<file path="src/rtl/fp_pkg.sv">
// Shared definitions for the small-float vector add/sub datapath: default format widths,
// decoded-float struct, leading-zero count helper.
package fp_pkg;

    localparam int unsigned FP_EXP_BITS  = 5;
    localparam int unsigned FP_MANT_BITS = 6;
    localparam int unsigned FP_W         = 1 + FP_EXP_BITS + FP_MANT_BITS;
    localparam int unsigned FP_BIAS      = (1 << (FP_EXP_BITS - 1)) - 1;

    localparam logic [FP_EXP_BITS-1:0] ALL_ONES = '1;

    typedef struct packed {
        logic                    sign;
        logic [FP_EXP_BITS-1:0]  exp;
        logic [FP_MANT_BITS-1:0] mant;
    } fp_t;

    // Leading zeros of v[width-1:0]; returns width for an all-zero input.
    function automatic int unsigned lzc(input logic [63:0] v, input int unsigned width);
        int unsigned n;
        n = width;
        for (int i = 0; i < 64; i++) begin
            if (i < width && v[i]) begin
                n = width - 1 - i;
            end
        end
        return n;
    endfunction

endpackage

</file>
<file path="src/rtl/fp_lane_addsub.sv">
// Single-lane 3-stage float add/sub: align, add, normalize/round. Each stage loads on its en_i bit.
// Rounding: nearest-even with FP_VECTOR_ADDSUB_RNE_EN defined, truncation otherwise.
module fp_lane_addsub
    import fp_pkg::*;
#(
    parameter int unsigned EXP_BITS  = FP_EXP_BITS,
    parameter int unsigned MANT_BITS = FP_MANT_BITS
) (
    input  logic                            clk_i,
    input  logic                            rst_i,
    input  logic [2:0]                      en_i,
    input  logic                            sub_i,
    input  logic [EXP_BITS+MANT_BITS:0]     a_i,
    input  logic [EXP_BITS+MANT_BITS:0]     b_i,
    output logic [EXP_BITS+MANT_BITS:0]     sum_o,
    output logic                            of_o
);

    localparam int unsigned E     = EXP_BITS;
    localparam int unsigned M     = MANT_BITS;
    localparam int unsigned W     = 1 + E + M;
    localparam int unsigned XW    = M + 4;
    localparam int unsigned SW    = M + 5;
    localparam int unsigned EW    = E + 2;
    localparam int unsigned WW    = 2 * M + 6;
    localparam int unsigned MaxSh = M + 3;
    localparam logic [E-1:0] ExpMax = '1;

    typedef struct packed {
        logic         sign;
        logic [E-1:0] exp;
        logic [M-1:0] mant;
    } lane_fp_t;

    lane_fp_t a, b_eff, l, s;
    logic a_ge, zneg_d;
    logic [E-1:0] l_eexp, s_eexp, diff;
    int unsigned sh1;
    logic [WW-1:0] align;
    logic [XW-1:0] ml_d, ms_d;

    logic          s1_sign_q, s1_sub_q, s1_zneg_q;
    logic [E-1:0]  s1_exp_q;
    logic [XW-1:0] s1_ml_q, s1_ms_q;

    logic [SW-1:0] s2_sum_d, s2_sum_q;
    logic [E-1:0]  s2_exp_q;
    logic          s2_sign_q, s2_zneg_q;

    logic [XW-1:0] v;
    logic [EW-1:0] e;
    int unsigned   lz, lim, sh3;
    logic [M:0]    sig_f;
    logic [W-1:0]  res_d, sum_q;
    logic          of_d, of_q;
`ifdef FP_VECTOR_ADDSUB_RNE_EN
    logic          inc;
    logic [M+1:0]  sig_r;
`else
    logic          unused_grs;
`endif

    // Stage 1: order by magnitude, align the smaller significand with guard/round/sticky.
    always_comb begin
        a           = a_i;
        b_eff       = b_i;
        b_eff.sign  = b_i[W-1] ^ sub_i;
        a_ge        = {a.exp, a.mant} >= {b_eff.exp, b_eff.mant};
        l           = a_ge ? a : b_eff;
        s           = a_ge ? b_eff : a;
        l_eexp      = (l.exp == '0) ? E'(1) : l.exp;
        s_eexp      = (s.exp == '0) ? E'(1) : s.exp;
        diff        = l_eexp - s_eexp;
        sh1         = (32'(diff) > MaxSh) ? MaxSh : 32'(diff);
        align       = {(s.exp != '0), s.mant, {(M + 5){1'b0}}} >> sh1;
        ms_d        = {align[WW-1:M+3], |align[M+2:0]};
        ml_d        = {(l.exp != '0), l.mant, 3'b000};
        zneg_d      = (a.exp == '0) && (a.mant == '0) && (b_eff.exp == '0) &&
                      (b_eff.mant == '0) && a.sign && b_eff.sign;
    end

    always_comb begin
        s2_sum_d = s1_sub_q ? ({1'b0, s1_ml_q} - {1'b0, s1_ms_q})
                            : ({1'b0, s1_ml_q} + {1'b0, s1_ms_q});
    end

    // Stage 3: normalize (left shift floored at the subnormal exponent), round, saturate.
    always_comb begin
        v     = '0;
        e     = '0;
        lz    = 0;
        lim   = 0;
        sh3   = 0;
        sig_f = '0;
        res_d = '0;
        of_d  = 1'b0;
        if (s2_sum_q[SW-1]) begin
            v = {s2_sum_q[SW-1:2], |s2_sum_q[1:0]};
            e = EW'(s2_exp_q) + EW'(1);
        end else begin
            lz  = lzc(64'(s2_sum_q[XW-1:0]), XW);
            lim = 32'(s2_exp_q) - 1;
            sh3 = (lz < lim) ? lz : lim;
            v   = s2_sum_q[XW-1:0] << sh3;
            e   = EW'(s2_exp_q) - EW'(sh3);
        end
`ifdef FP_VECTOR_ADDSUB_RNE_EN
        inc   = v[2] & (v[1] | v[0] | v[3]);
        sig_r = {1'b0, v[XW-1:3]} + (M + 2)'(inc);
        if (sig_r[M+1]) begin
            sig_f = sig_r[M+1:1];
            e     = e + EW'(1);
        end else begin
            sig_f = sig_r[M:0];
        end
`else
        unused_grs = ^v[2:0];
        sig_f      = v[XW-1:3];
`endif
        if (s2_sum_q == '0) begin
            res_d = {s2_zneg_q, {(W - 1){1'b0}}};
        end else if (e > EW'(ExpMax)) begin
            res_d = {s2_sign_q, ExpMax, {M{1'b1}}};
            of_d  = 1'b1;
        end else begin
            res_d = {s2_sign_q, (sig_f[M] ? e[E-1:0] : {E{1'b0}}), sig_f[M-1:0]};
        end
    end

    always_ff @(posedge clk_i) begin
        if (rst_i) begin
            s1_sign_q <= 1'b0;
            s1_sub_q  <= 1'b0;
            s1_zneg_q <= 1'b0;
            s1_exp_q  <= '0;
            s1_ml_q   <= '0;
            s1_ms_q   <= '0;
            s2_sum_q  <= '0;
            s2_exp_q  <= '0;
            s2_sign_q <= 1'b0;
            s2_zneg_q <= 1'b0;
            sum_q     <= '0;
            of_q      <= 1'b0;
        end else begin
            if (en_i[0]) begin
                s1_sign_q <= l.sign;
                s1_sub_q  <= a.sign ^ b_eff.sign;
                s1_zneg_q <= zneg_d;
                s1_exp_q  <= l_eexp;
                s1_ml_q   <= ml_d;
                s1_ms_q   <= ms_d;
            end
            if (en_i[1]) begin
                s2_sum_q  <= s2_sum_d;
                s2_exp_q  <= s1_exp_q;
                s2_sign_q <= s1_sign_q;
                s2_zneg_q <= s1_zneg_q;
            end
            if (en_i[2]) begin
                sum_q <= res_d;
                of_q  <= of_d;
            end
        end
    end

    assign sum_o = sum_q;
    assign of_o  = of_q;

endmodule

</file>
<file path="src/rtl/fp_vector_addsub.sv">
// LANES-wide float add/sub, 3-stage pipeline with valid/ready and bubble-collapsing stall.
// Build option FP_VECTOR_ADDSUB_RNE_EN selects round-to-nearest-even instead of truncation.
module fp_vector_addsub
    import fp_pkg::*;
#(
    parameter int unsigned EXP_BITS  = FP_EXP_BITS,
    parameter int unsigned MANT_BITS = FP_MANT_BITS,
    parameter int unsigned LANES     = 4
) (
    input  logic                                    clk,
    input  logic                                    rst,
    input  logic                                    in_valid,
    output logic                                    in_ready,
    input  logic [LANES-1:0]                        in_sub,
    input  logic [LANES*(1+EXP_BITS+MANT_BITS)-1:0] in_a,
    input  logic [LANES*(1+EXP_BITS+MANT_BITS)-1:0] in_b,
    output logic                                    out_valid,
    input  logic                                    out_ready,
    output logic [LANES*(1+EXP_BITS+MANT_BITS)-1:0] out_sum,
    output logic [LANES-1:0]                        out_of
);

    localparam int unsigned W = 1 + EXP_BITS + MANT_BITS;

    logic v1_q, v2_q, v3_q;
    logic stall;
    logic [2:0] en;

    // A stage loads whenever it is empty or the stage after it is moving.
    always_comb begin
        stall    = v3_q & ~out_ready;
        in_ready = ~stall;
        en[2]    = ~v3_q | out_ready;
        en[1]    = ~v2_q | en[2];
        en[0]    = ~v1_q | en[1];
    end

    always_ff @(posedge clk) begin
        if (rst) begin
            v1_q <= 1'b0;
            v2_q <= 1'b0;
            v3_q <= 1'b0;
        end else begin
            if (en[0]) v1_q <= in_valid & in_ready;
            if (en[1]) v2_q <= v1_q;
            if (en[2]) v3_q <= v2_q;
        end
    end

    assign out_valid = v3_q;

    for (genvar i = 0; i < LANES; i++) begin : g_lane
        fp_lane_addsub #(
            .EXP_BITS  (EXP_BITS),
            .MANT_BITS (MANT_BITS)
        ) u_lane (
            .clk_i (clk),
            .rst_i (rst),
            .en_i  (en),
            .sub_i (in_sub[i]),
            .a_i   (in_a[i*W +: W]),
            .b_i   (in_b[i*W +: W]),
            .sum_o (out_sum[i*W +: W]),
            .of_o  (out_of[i])
        );
    end

endmodule
</file>
<file path="config.mk">
export PLATFORM = sky130hd
export DESIGN_NAME = fp_vector_addsub
export DESIGN_NICKNAME = d
export VERILOG_FILES = /design/src/rtl/fp_pkg.sv /design/src/rtl/fp_lane_addsub.sv /design/src/rtl/fp_vector_addsub.sv
export SDC_FILE = /design/constraint.sdc
export NUM_CORES = 1
export LEC_CHECK = 0
export BUFFER_PORTS_ARGS = -buffer_cell sky130_fd_sc_hd__buf_2
export CORE_UTILIZATION = 50
export DETAILED_ROUTE_END_ITERATION = 8
export PLACE_DENSITY = 0.66
export SYNTH_ARGS = -nofsm -noshare
export SYNTH_HDL_FRONTEND = slang
export SYNTH_HIERARCHICAL = 1
export SYNTH_SLANG_ARGS = --single-unit
</file>
<file path="constraint.sdc">
create_clock -name clk -period 8.45 [get_ports clk]
set_input_delay 0.845 -clock clk [delete_from_list [all_inputs] [get_ports clk]]
set_output_delay 0.845 -clock clk [all_outputs]
set_load 0.02 [all_outputs]
</file>
==> results of run 1 <==
registers in the layout, indices dropped and copies added (netlist names):
signal	count
g_lane.u_lane/sum_o	48
g_lane.u_lane/s2_sum_q	44
g_lane.u_lane/s1_ms_q	40
g_lane.u_lane/s1_ml_q	28
g_lane.u_lane/s1_exp_q	20
g_lane.u_lane/s2_exp_q	20
g_lane.u_lane/of_o	4
g_lane.u_lane/s1_sign_q	4
g_lane.u_lane/s1_sub_q	4
g_lane.u_lane/s1_zneg_q	4
g_lane.u_lane/s2_sign_q	4
g_lane.u_lane/s2_zneg_q	4
out_valid	1
v1_q	1
v2_q	1
routing by layer:
metal  global-route usage (%)  vias to the layer above  share of wire [%]  wire length (µm)
met5                        0                        -                  0                 0
met4                    6.211                        0                1.7               846
met3                    2.340                       63                4.7              2305
met2                    39.61                      417                 45             22030
met1                    34.48                     8153                 49             24190
li1                         -                     8692                  -                 -
Yosys cell counts (17+ instances only):
library cell and number:
clkbuf_1 76, ha_1 156, nand2_1 94, nor4_1 20, o21bai_1 29, o211ai_1 28
and2_1 17, o21ai_0 56, nand4_1 23, inv_1 196, mux2_2 31, xor2_1 22
a21o_1 24, dfxtp_1 227, xnor2_1 49, o22ai_1 18, nor3_1 45, a21oi_1 196
mux2i_1 224, nor2_1 275, nand3_1 34, or3_1 19, a211oi_1 87, o32ai_1 30
nand2b_1 28
cells in the final DEF (no fill, tap or decap), types with 20 or more instances in the layout:
cell	instances
o32ai_1	30
mux2i_1	224
inv_1	196
xnor2_1	49
o21ai_0	55
nor3_1	45
nand2b_1	28
ha_1	156
clkbuf_16	26
dfxtp_1	227
buf_2	156
nor2_1	275
xor2_1	22
o21bai_1	29
nand4_1	23
nor4_1	20
nand2_1	93
o211ai_1	28
a211oi_1	87
mux2_2	31
a21o_1	24
nand3_1	34
a21oi_1	196
tightest hold or removal path: cells and delay by family, from the launching register on:
family / cells / cell delay [ns]
AND/OR/NAND/NOR: 1 / 0.05
flip-flops: 1 / 0.31
AO/OA/AOI/OAI: 1 / 0.05
cell type report:
| cell class | instances | area, µm² |
|---|---|---|
| Fill cell | 3634 | 16660 |
| Tap cell | 511 | 639.4 |
| Clock buffer | 34 | 740.7 |
| Clock inverter | 13 | 135.1 |
| Timing Repair Buffer | 171 | 897.1 |
| Sequential cell | 227 | 4544 |
| Inverter | 202 | 763.2 |
| Multi-Input combinational cell | 1787 | 13560 |
kinds of logic after synthesis:
kind of cell,count (synthesis),share of synthesized area [%]
AOI/OAI and AO/OA,633,23.00
and+or+nand+nor,629,15.61
buffers and inverters,324,7.012
muxes,279,15.89
DFF,227,23.41
adders and majority gates,168,11.29
xor gates and xnor gates,78,3.790
per-stage QoR:
step                hold slack (ns)  total power, mW  std cells
finish                       0.4550            5.922       2945
global route                 0.4831            6.359       2945
CTS                          0.4559            5.932       2945
detailed placement           0.4470            4.765       2898
global placement             0.4410            4.694       2898
floorplan                    0.4406            4.053       2338
worst min-delay path by stage:
stage	slack, ns	cells after the start	end	start
4_1_cts	0.46	2	g_lane[0].u_lane/sum_o[0]$_SDFFE_PP0P_	g_lane[0].u_lane/sum_o[0]$_SDFFE_PP0P_
3_5_place_dp	0.45	2	g_lane[0].u_lane/sum_o[0]$_SDFFE_PP0P_	g_lane[0].u_lane/sum_o[0]$_SDFFE_PP0P_
3_3_place_gp	0.44	2	g_lane[0].u_lane/sum_o[0]$_SDFFE_PP0P_	g_lane[0].u_lane/sum_o[0]$_SDFFE_PP0P_
6_report	0.45	2	g_lane[0].u_lane/sum_o[0]$_SDFFE_PP0P_	g_lane[0].u_lane/sum_o[0]$_SDFFE_PP0P_
2_1_floorplan	0.44	2	g_lane[1].u_lane/s1_zneg_q$_SDFFE_PP0P_	g_lane[1].u_lane/s1_zneg_q$_SDFFE_PP0P_
5_1_grt	0.48	2	g_lane[1].u_lane/of_o$_SDFFE_PP0P_	g_lane[1].u_lane/of_o$_SDFFE_PP0P_
power groups by stage:
stage               Sequential, mW  Combinational [mW]  Clock (mW)
floorplan                     1.59                2.47           0
global placement              1.55                3.15           0
detailed placement            1.56                3.21           0
CTS                           1.54                3.22        1.17
global route                  1.57                3.58        1.21
finish                        1.54                3.24        1.15
==> flow_summary_export.csv, run 1 <==
group,metric,value,unit
status,status,"finished, final reports clean",
critical_path,cp_top_family,"compound AO/OA/AOI/OAI gates",
global_route,grt_pass1_vias,16410,
routing,viasPerCell,5.883,
placed_design,dp_slack,1.255,ns
pwr,p_clk_share,19.3,%
timing,fmax,150.1,MHz
timing,fin_setup_tns,0,ns
critical_path,max_stage_delay,0.80,ns
placed_design,io_buffers,157,
critical_path,cp_cell_sequence,"buf_2, inv_1, ha_1, nand2b_1, a2111oi_2, o21ai_1, a311oi_4, mux2i_1, inv_1, nor3_1, nor2_1, ha_1, fa_1, xor2_2, and2_1, o211ai_2, mux4_2, mux2i_1, o21ai_0, o41ai_1, a221oi_1",
yosys,netlist_top_cells_area,"dfxtp_1 23%, mux2i_1 12%, ha_1 10%",
routing,postRouteAntennaNets,0,
timing,rsz0062_at_grt,"false",
yosys,synthArstFlopShare,0,%
clock_network,htree_levels,1,
floorplanning,initial_core_util,51.18,%
global_route,gr-total-overflow,0,
global_route,grt_antenna_before_repair,0,
yosys,yosys_warnings,6,
critical_path,crit_slowest_cell,"a311oi_4",
floorplanning,rows,71,
yosys,netlist_instances,2338,
yosys,netlist_area,0.01941,mm²
clock_network,cts_resized,0,
final_layout,utilization,56.09,%
routing,drt_wl_total,49.36,mm
critical_path,cp_num_cells,21,
timing,finClkSkew,0.03562,ns
final_layout,final_area,0.02128,mm²
critical_path,r2r-end,"g_lane[3].u_lane/sum_o[8]$_SDFFE_PP0P_",
final_layout,drive_above_1_share,14.22,%
yosys,synth.top_cell.area_share,23.41,%
pwr,switchingPower,2.572,mW
critical_path,reg2reg_slack,2.99,ns
critical_path,r2r_start,"g_lane[3].u_lane/s2_exp_q[0]$_SDFFE_PP0P_",
final_layout,nets,2687,
clock_network,post_cts_buffers,0,
critical_path,path_class,"in2reg",
routing,dr.pass1.iters,5,
yosys,synth.distinct_cells,104,
routing,drt_iter0_drc,962,
yosys,postSynthAreaPerCell,8.304,µm²
final_layout,area_growth,9.597,%
clock_network,clkSinkCount,227,
timing,post-route-min-period,6.663,ns
routing,drc,0,
pwr,p_sw_share,43.42,%
pwr,p_int,3.350,mW
critical_path,critPathMaxFanout,15,
global_route,grt_first_pass_wirelength,80.96,mm
critical_path,critPathCaptureType,"flip-flop",
clock_network,clkTransAtPathRegs,0.06,ns
critical_path,worstPathArrival,7.03,ns
yosys,synth_seq_cells,227,
clock_network,cts_tree,"done",
routing,routedWlPerCell,16.76,µm
floorplanning,dieArea,0.03962,mm²
yosys,ys.flop_type,"dfxtp_1",
timing,setup_viol,0,
critical_path,critPathLaunch,"in_a[24]",
clock_network,cts_hold_buf,0,
critical_path,startpoint_type,"input port",
pwr,ir_drop,0.1330,mV
pwr,power.density,278.3,mW/mm²
pwr,pwr-share-seq,26.0,%
clock_network,clock_latency,0.56,ns
placed_design,gp_congestion,0.9007,
timing,tightest_slew,1.146,ns
global_route,gr-usage-all-layers,24.43,%
timing,slew_violations,0,
floorplanning,core_area,0.03793,mm²
timing,hold_viol,0,
timing,relSlewSlack,23.36,%
timing,setup_ws,1.787,ns
critical_path,critPathCapture,"g_lane[2].u_lane/s1_ms_q[0]$_SDFFE_PP0P_",
yosys,synth_edf_count,0,
timing,post-route-period-util,78.86,%
pwr,p_comb_share,54.6,%
clock_network,cts_buffer_depth,3,
floorplanning,ioPinCount,158,
yosys,syn-num-nets,2610,
clock_network,cts-root-buf,"clkbuf_16",
clock_network,cts_made_buffers,26,
pwr,p_leak,9.811,nW
critical_path,worstRegToRegCells,17,
final_layout,diodes,0,
global_route,grt_max_degree,107,
critical_path,critical_path_buf_inv_count,3,
floorplanning,fp.dieH,199.0,µm
placed_design,placed_cell_area,0.02040,mm²
run,cap_violations,0,
routing,num_vias,17325,
floorplanning,die_w,199.0,µm
yosys,yosysTopAreaCell,"dfxtp_1",
yosys,ys_seq_area_share,23.41,%
placed_design,dp_hpwl,37.66,mm
min_path,min_path_type,"reg2reg",
critical_path,crit_required,8.82,ns
(Power assumes the default switching activity.)
==> inputs of run 2 (changes only) <==
--- a/config.mk
+++ b/config.mk
@@ -5,10 +5,11 @@
 export SDC_FILE = /design/constraint.sdc
 export NUM_CORES = 1
 export LEC_CHECK = 0
+export ABC_AREA = 1
 export BUFFER_PORTS_ARGS = -buffer_cell sky130_fd_sc_hd__buf_2
 export CORE_UTILIZATION = 50
 export DETAILED_ROUTE_END_ITERATION = 8
-export PLACE_DENSITY = 0.66
+export PLACE_DENSITY = 0.67
 export SYNTH_ARGS = -nofsm -noshare
 export SYNTH_HDL_FRONTEND = slang
 export SYNTH_HIERARCHICAL = 1
==> constraint.sdc (replaced) <==
create_clock -name clk -period 6.47 [get_ports clk]
set_input_delay 0.647 -clock clk [delete_from_list [all_inputs] [get_ports clk]]
set_output_delay 0.647 -clock clk [all_outputs]
set_load 0.02 [all_outputs]
==> flow_summary_export.csv, run 2 <==
group,metric,value,unit
routing,routedWlPerCell,14.92,µm
floorplanning,die_w,195.2,µm
min_path,min-delay-start,"in_valid",
global_route,grt_max_degree,59,
routing,postRouteAntennaNets,0,
pwr,p_comb_share,57.4,%
global_route,grt_antenna_before_repair,0,
clock_network,clkTransAtPathRegs,0.06,ns
critical_path,max_stage_delay,0.41,ns
timing,slew_violations,0,
critical_path,critical_path_buf_inv_count,7,
timing,rsz0062_at_grt,"false",
pwr,p_sw_share,48.51,%
yosys,synth_common_cells,"659 x nand2_1, 412 x inv_1, 376 x a21oi_1",
clock_network,cts-root-buf,"clkbuf_16",
status,status,"finished, final reports clean",
timing,holdWs,0.3587,ns
timing,setup_viol,0,
critical_path,startpoint_type,"input port",
clock_network,clock_latency,0.55,ns
timing,relSlewSlack,36.95,%
critical_path,critPathMaxFanout,21,
placed_design,gp_congestion,0.9547,
pwr,switchingPower,3.999,mW
clock_network,cts_resized,0,
yosys,synthXorXnorAreaFrac,3.192,%
routing,viasPerCell,5.482,
yosys,synth.distinct_cells,51,
floorplanning,initial_core_util,50.84,%
critical_path,r2r-end,"g_lane[1].u_lane/sum_o[4]$_SDFFE_PP0P_",
yosys,synth-compound-area-share,23.56,%
yosys,yosysTopAreaCell,"dfxtp_1",
yosys,synth_edf_count,0,
final_layout,utilization,56.35,%
critical_path,reg2reg_slack,2.56,ns
routing,drc,0,
clock_network,clkSinkCount,227,
critical_path,cp_top_family,"simple AND/OR/NAND/NOR gates",
pwr,ir_drop,0.2232,mV
yosys,synthMuxAreaShare,0.3755,%
routing,drt_iter0_drc,1241,
timing,fin_setup_tns,0,ns
run,cap_violations,0,
final_layout,layout.cells.non_filler,3530,
final_layout,largest_reg_flops,48,
timing,fmax,204.2,MHz
final_layout,diodes,0,
pwr,pwr-share-seq,23.9,%
clock_network,post_cts_buffers,0,
pwr,p_clk_share,18.7,%
final_layout,drive_above_1_share,9.961,%
routing,dr.pass1.iters,6,
yosys,syn-num-nets,3202,
yosys,synth_most_common_cell,"nand2_1",
final_layout,final_cell_mix,"659 x nand2_1, 412 x inv_1, 376 x a21oi_1, 275 x o21ai_0, 227 x dfxtp_1",
pwr,power,8.244,mW
critical_path,worstPathArrival,5.37,ns
yosys,yosys.area_share.simple,26.18,%
yosys,postSynthAreaPerCell,6.368,µm²
min_path,holdPathStages,3,
timing,hold_viol,0,
global_route,grt_pass1_vias,17707,
floorplanning,core_area,0.03670,mm²
pwr,p_leak,10.31,nW
pwr,power.density,398.7,mW/mm²
timing,tightest_slew,0.9447,ns
clock_network,cts_made_buffers,27,
critical_path,r2r_start,"g_lane[1].u_lane/s2_exp_q[0]$_SDFFE_PP0P_",
clock_network,cts_tree,"done",
yosys,synth_seq_cells,227,
critical_path,path_class,"in2reg",
yosys,synthAdderAreaFrac,11.75,%
clock_network,cts_hold_buf,0,
timing,post-route-min-period,4.897,ns
critical_path,cpMostUsedCell,"inv_1",
routing,drt_wl_total,52.68,mm
floorplanning,rows,70,
critical_path,crit_required,6.95,ns
routing,num_vias,19350,
yosys,netlist_instances,2930,
yosys,yosys_warnings,6,
global_route,gr-usage-all-layers,26.92,%
min_path,worstHoldEndpoint,"v1_q$_SDFFE_PP0P_",
global_route,gr-total-overflow,0,
placed_design,io_buffers,157,
final_layout,final_common_cell,"nand2_1",
placed_design,dp.cells,3481,
critical_path,worstRegToRegCells,20,
floorplanning,fp.dieH,195.2,µm
placed_design,dp_hpwl,41.21,mm
yosys,synth_top_family_by_area,"simple AND/OR/NAND/NOR gates",
floorplanning,ioPinCount,158,
yosys,netlist_top_cells_area,"dfxtp_1 24%, nand2_1 13%, ha_1 10%",
yosys,synth.top_cell.area_share,24.36,%
timing,post-route-period-util,75.68,%
critical_path,critPathCaptureType,"flip-flop",
clock_network,htree_levels,1,
yosys,ys.flop_type,"dfxtp_1",
final_layout,area_growth,10.82,%
final_layout,nets,3314,
yosys,netlist_area,0.01866,mm²
timing,finClkSkew,0.01037,ns
critical_path,crit_slowest_cell,"fa_1",
yosys,synthArstFlopShare,0,%
yosys,ys_seq_area_share,24.36,%
clock_network,cts_buffer_depth,3,
final_layout,fill_cells,3686,
global_route,grt_first_pass_wirelength,85.99,mm
floorplanning,dieArea,0.03809,mm²
pwr,p_int,4.245,mW
min_path,min_path_type,"in2reg",
## run 2: cell count changes in the layout (fill, tap and decap cells not counted), sizes merged, moves of 36 or more
cell,before,now
mux2i,227,7
mux2,36,0
o21ai,65,310
nor3,47,8
nand2,94,690
a21oi,203,380
inv,199,429
nand3,35,209
a211oi,88,2
nor2,275,175
## run 2: logic make-up (layout without fill, tap and decap cells)
kind of cell,after synthesis,in the layout
compound gates,801,801
xor+xnor,68,68
fa+ha+maj,168,168
simple gates,1141,1141
flops,227,227
mux,7,7
buf+inv,518,650
## run 2: cell type report
type	instances	area [µm²]	area share, %
Multi-Input combinational cell	2185	12140	58.73
Sequential cell	227	4544	21.98
Inverter	431	1618	7.824
Timing Repair Buffer	170	885.9	4.284
Clock buffer	33	728.2	3.522
Tap cell	468	585.6	2.832
Clock inverter	16	171.4	0.8290
## run 2: worst reg2reg max path, stage by stage (launching register included)
cell and delay (ns):
dfxtp_1 0.39, inv_1 0.16, ha_1 0.26, xnor2_1 0.26, ha_1 0.29, nand2_1 0.06
inv_1 0.03, nand2_1 0.06, nand2_2 0.08, nand2_4 0.15, nand2_1 0.09, o21ai_2 0.16
inv_2 0.12, ha_1 0.34, nand3_1 0.10, o311ai_0 0.44, nand2_1 0.27, a21oi_1 0.19
o211ai_1 0.17, nand2_1 0.09, a21oi_1 0.06
## run 2: power groups by stage
stage	logic (mW)	clock network (mW)	registers (mW)
2_1_floorplan	3.43	0	2.09
3_3_place_gp	4.59	0	1.99
3_5_place_dp	4.66	0	2.00
4_1_cts	4.69	1.58	1.97
5_1_grt	5.37	1.63	2.01
6_report	4.73	1.54	1.97
## run 2: layer usage
| metal | vias to the layer above | share of wire (%) | GRT usage, % | routed length [µm] |
|---|---|---|---|---|
| met1 | 8774 | 46 | 35.83 | 24090 |
| met2 | 542 | 47 | 46.35 | 24700 |
| met4 | 0 | 2.2 | 7.232 | 1135 |
| li1 | 9956 | - | - | - |
| met5 | - | 0 | 0 | 0 |
| met3 | 78 | 5.2 | 2.539 | 2757 |
## run 2: how the worst max path moves through the flow
stage | startpoint | endpoint | slack [ns] | depth (start not counted)
finish | in_b[22] | g_lane[1].u_lane/s1_ms_q[0]$_SDFFE_PP0P_ | 1.57 | 31
global route | in_b[22] | g_lane[1].u_lane/s1_ms_q[0]$_SDFFE_PP0P_ | 0.86 | 32
CTS | in_b[22] | g_lane[1].u_lane/s1_ms_q[0]$_SDFFE_PP0P_ | 1.63 | 31
detailed placement | in_b[22] | g_lane[1].u_lane/s1_ms_q[0]$_SDFFE_PP0P_ | 1.08 | 31
global placement | in_b[22] | g_lane[1].u_lane/s1_ms_q[0]$_SDFFE_PP0P_ | 1.23 | 31
floorplan | in_b[20] | g_lane[1].u_lane/s1_ms_q[0]$_SDFFE_PP0P_ | 1.75 | 32
## run 2: per-stage QoR
stage	area [µm²]	setup slack, ns
after global placement	19780	1.228
final	20680	1.573
after floorplan	18660	1.747
after global routing	20680	0.8599
after CTS	20680	1.625
after detailed placement	19780	1.081
==> inputs of run 3 (changes only) <==
==> constraint.sdc (replaced) <==
create_clock -name clk -period 4.66 [get_ports clk]
set_input_delay 0.466 -clock clk [delete_from_list [all_inputs] [get_ports clk]]
set_output_delay 0.466 -clock clk [all_outputs]
set_load 0.02 [all_outputs]
==> flow_summary_export.csv, run 3 (synthesis results as in run 2) <==
group,metric,value,unit
status,status,"finished, final reports clean",
timing,fin_setup_tns,0,ns
placed_design,io_buffers,157,
global_route,gr-usage-all-layers,27.72,%
critical_path,startpoint_type,"input port",
floorplanning,fp.dieH,195.2,µm
critical_path,critPathMaxFanout,7,
placed_design,placed_cell_area,0.02044,mm²
timing,finClkSkew,0.01480,ns
pwr,power,11.84,mW
final_layout,largest_reg_flops,48,
final_layout,final_area,0.02141,mm²
final_layout,area_growth,14.75,%
pwr,ir_drop,0.3534,mV
global_route,grt_pass1_vias,18203,
global_route,grt_first_pass_wirelength,88.07,mm
critical_path,worstPathArrival,4.68,ns
routing,dr.pass1.iters,7,
min_path,min_path_type,"in2reg",
routing,drt_iter0_drc,997,
pwr,power.density,553.2,mW/mm²
clock_network,clkTransAtPathRegs,0.05,ns
placed_design,dp_hpwl,42.37,mm
clock_network,cts_made_buffers,29,
routing,drc,0,
timing,tightest_slew,0.9703,ns
timing,hold_viol,0,
timing,slew_violations,0,
global_route,grt_max_degree,86,
timing,post-route-period-util,90.20,%
timing,holdWs,0.1780,ns
critical_path,path_class,"in2reg",
timing,setup_ws,0.4568,ns
clock_network,cts_buffer_depth,3,
final_layout,final_common_cell,"nand2_1",
final_layout,drive_above_1_share,12.34,%
placed_design,dp_slack,-0.1398,ns
critical_path,crit_required,5.14,ns
clock_network,clock_latency,0.56,ns
final_layout,diodes,0,
placed_design,dp.cells,3564,
clock_network,htree_levels,1,
critical_path,cpMostUsedCell,"inv_1",
placed_design,gp_congestion,0.9644,
floorplanning,dieArea,0.03809,mm²
routing,routedWlPerCell,14.94,µm
floorplanning,rows,70,
clock_network,cts_tree,"done",
critical_path,critPathCaptureType,"flip-flop",
floorplanning,die_w,195.2,µm
floorplanning,core_area,0.03670,mm²
timing,setup_viol,0,
global_route,grt_antenna_before_repair,0,
final_layout,layout.cells.non_filler,3613,
critical_path,max_stage_delay,0.40,ns
timing,post-route-min-period,4.203,ns
floorplanning,ioPinCount,158,
routing,drt_wl_total,53.97,mm
floorplanning,initial_core_util,50.84,%
routing,viasPerCell,5.421,
timing,rsz0062_at_grt,"false",
timing,relSlewSlack,35.24,%
timing,fmax,237.9,MHz
routing,postRouteAntennaNets,0,
global_route,gr-total-overflow,0,
clock_network,clkSinkCount,227,
final_layout,nets,3399,
critical_path,crit_slowest_cell,"fa_1",
pwr,p_leak,10.76,nW
clock_network,cts-root-buf,"clkbuf_16",
final_layout,final_cell_mix,"659 x nand2_1, 411 x inv_1, 376 x a21oi_1, 269 x o21ai_0, 227 x dfxtp_1",
critical_path,critical_path_buf_inv_count,7,
routing,num_vias,19587,
run,cap_violations,0,
clock_network,post_cts_buffers,0,
final_layout,utilization,58.34,%
critical_path,cp_top_family,"simple AND/OR/NAND/NOR gates",
run 3: cell type report:
class,instances,area (µm²)
fill,3731,15290
multi-input combinational,2185,12150
sequential,227,4544
inverter,431,1618
timing repair buffer,253,1546
clock buffer,38,799.5
tap,468,585.6
clock inverter,11,166.4
run 3: routing by layer:
layer	share of wire [%]	vias to the layer above	GRT usage [%]
met5	0	-	0
met4	2.5	0	8.049
met3	4.7	93	3.489
met2	47	467	47.82
met1	46	8927	36.04
li1	-	10100	-
run 3: worst min-delay path: stages:
cell and delay [ns]:
buf_2 0.10, nand2_1 0.06, a21oi_1 0.05
run 3: worst paths after layout:
path,start,endpoint,slack (ns),cells past startpoint
max reg2reg,g_lane[1].u_lane/s2_exp_q[0]$_SDFFE_PP0P_,g_lane[1].u_lane/sum_o[2]$_SDFFE_PP0P_,0.72,20
min,in_valid,v1_q$_SDFFE_PP0P_,0.18,3
max,in_b[18],g_lane[1].u_lane/s1_ms_q[0]$_SDFFE_PP0P_,0.46,30
min reg2reg,g_lane[0].u_lane/s1_exp_q[1]$_SDFFE_PP0P_,g_lane[0].u_lane/s2_exp_q[1]$_SDFFE_PP0P_,0.45,2
run 3: what timing repair did:
item,4_1_cts,5_1_grt
setup endpoints to repair,0,6
hold buffers,0,0
hold endpoints to repair,0,0
resized for setup,0,8
run 3: where the power goes:
part	total [mW]	switching [mW]	internal [mW]
logic	6.82	4.37	2.45
clock network	2.28	0.865	1.41
registers	2.74	0.362	2.38
total	11.8	5.60	6.24
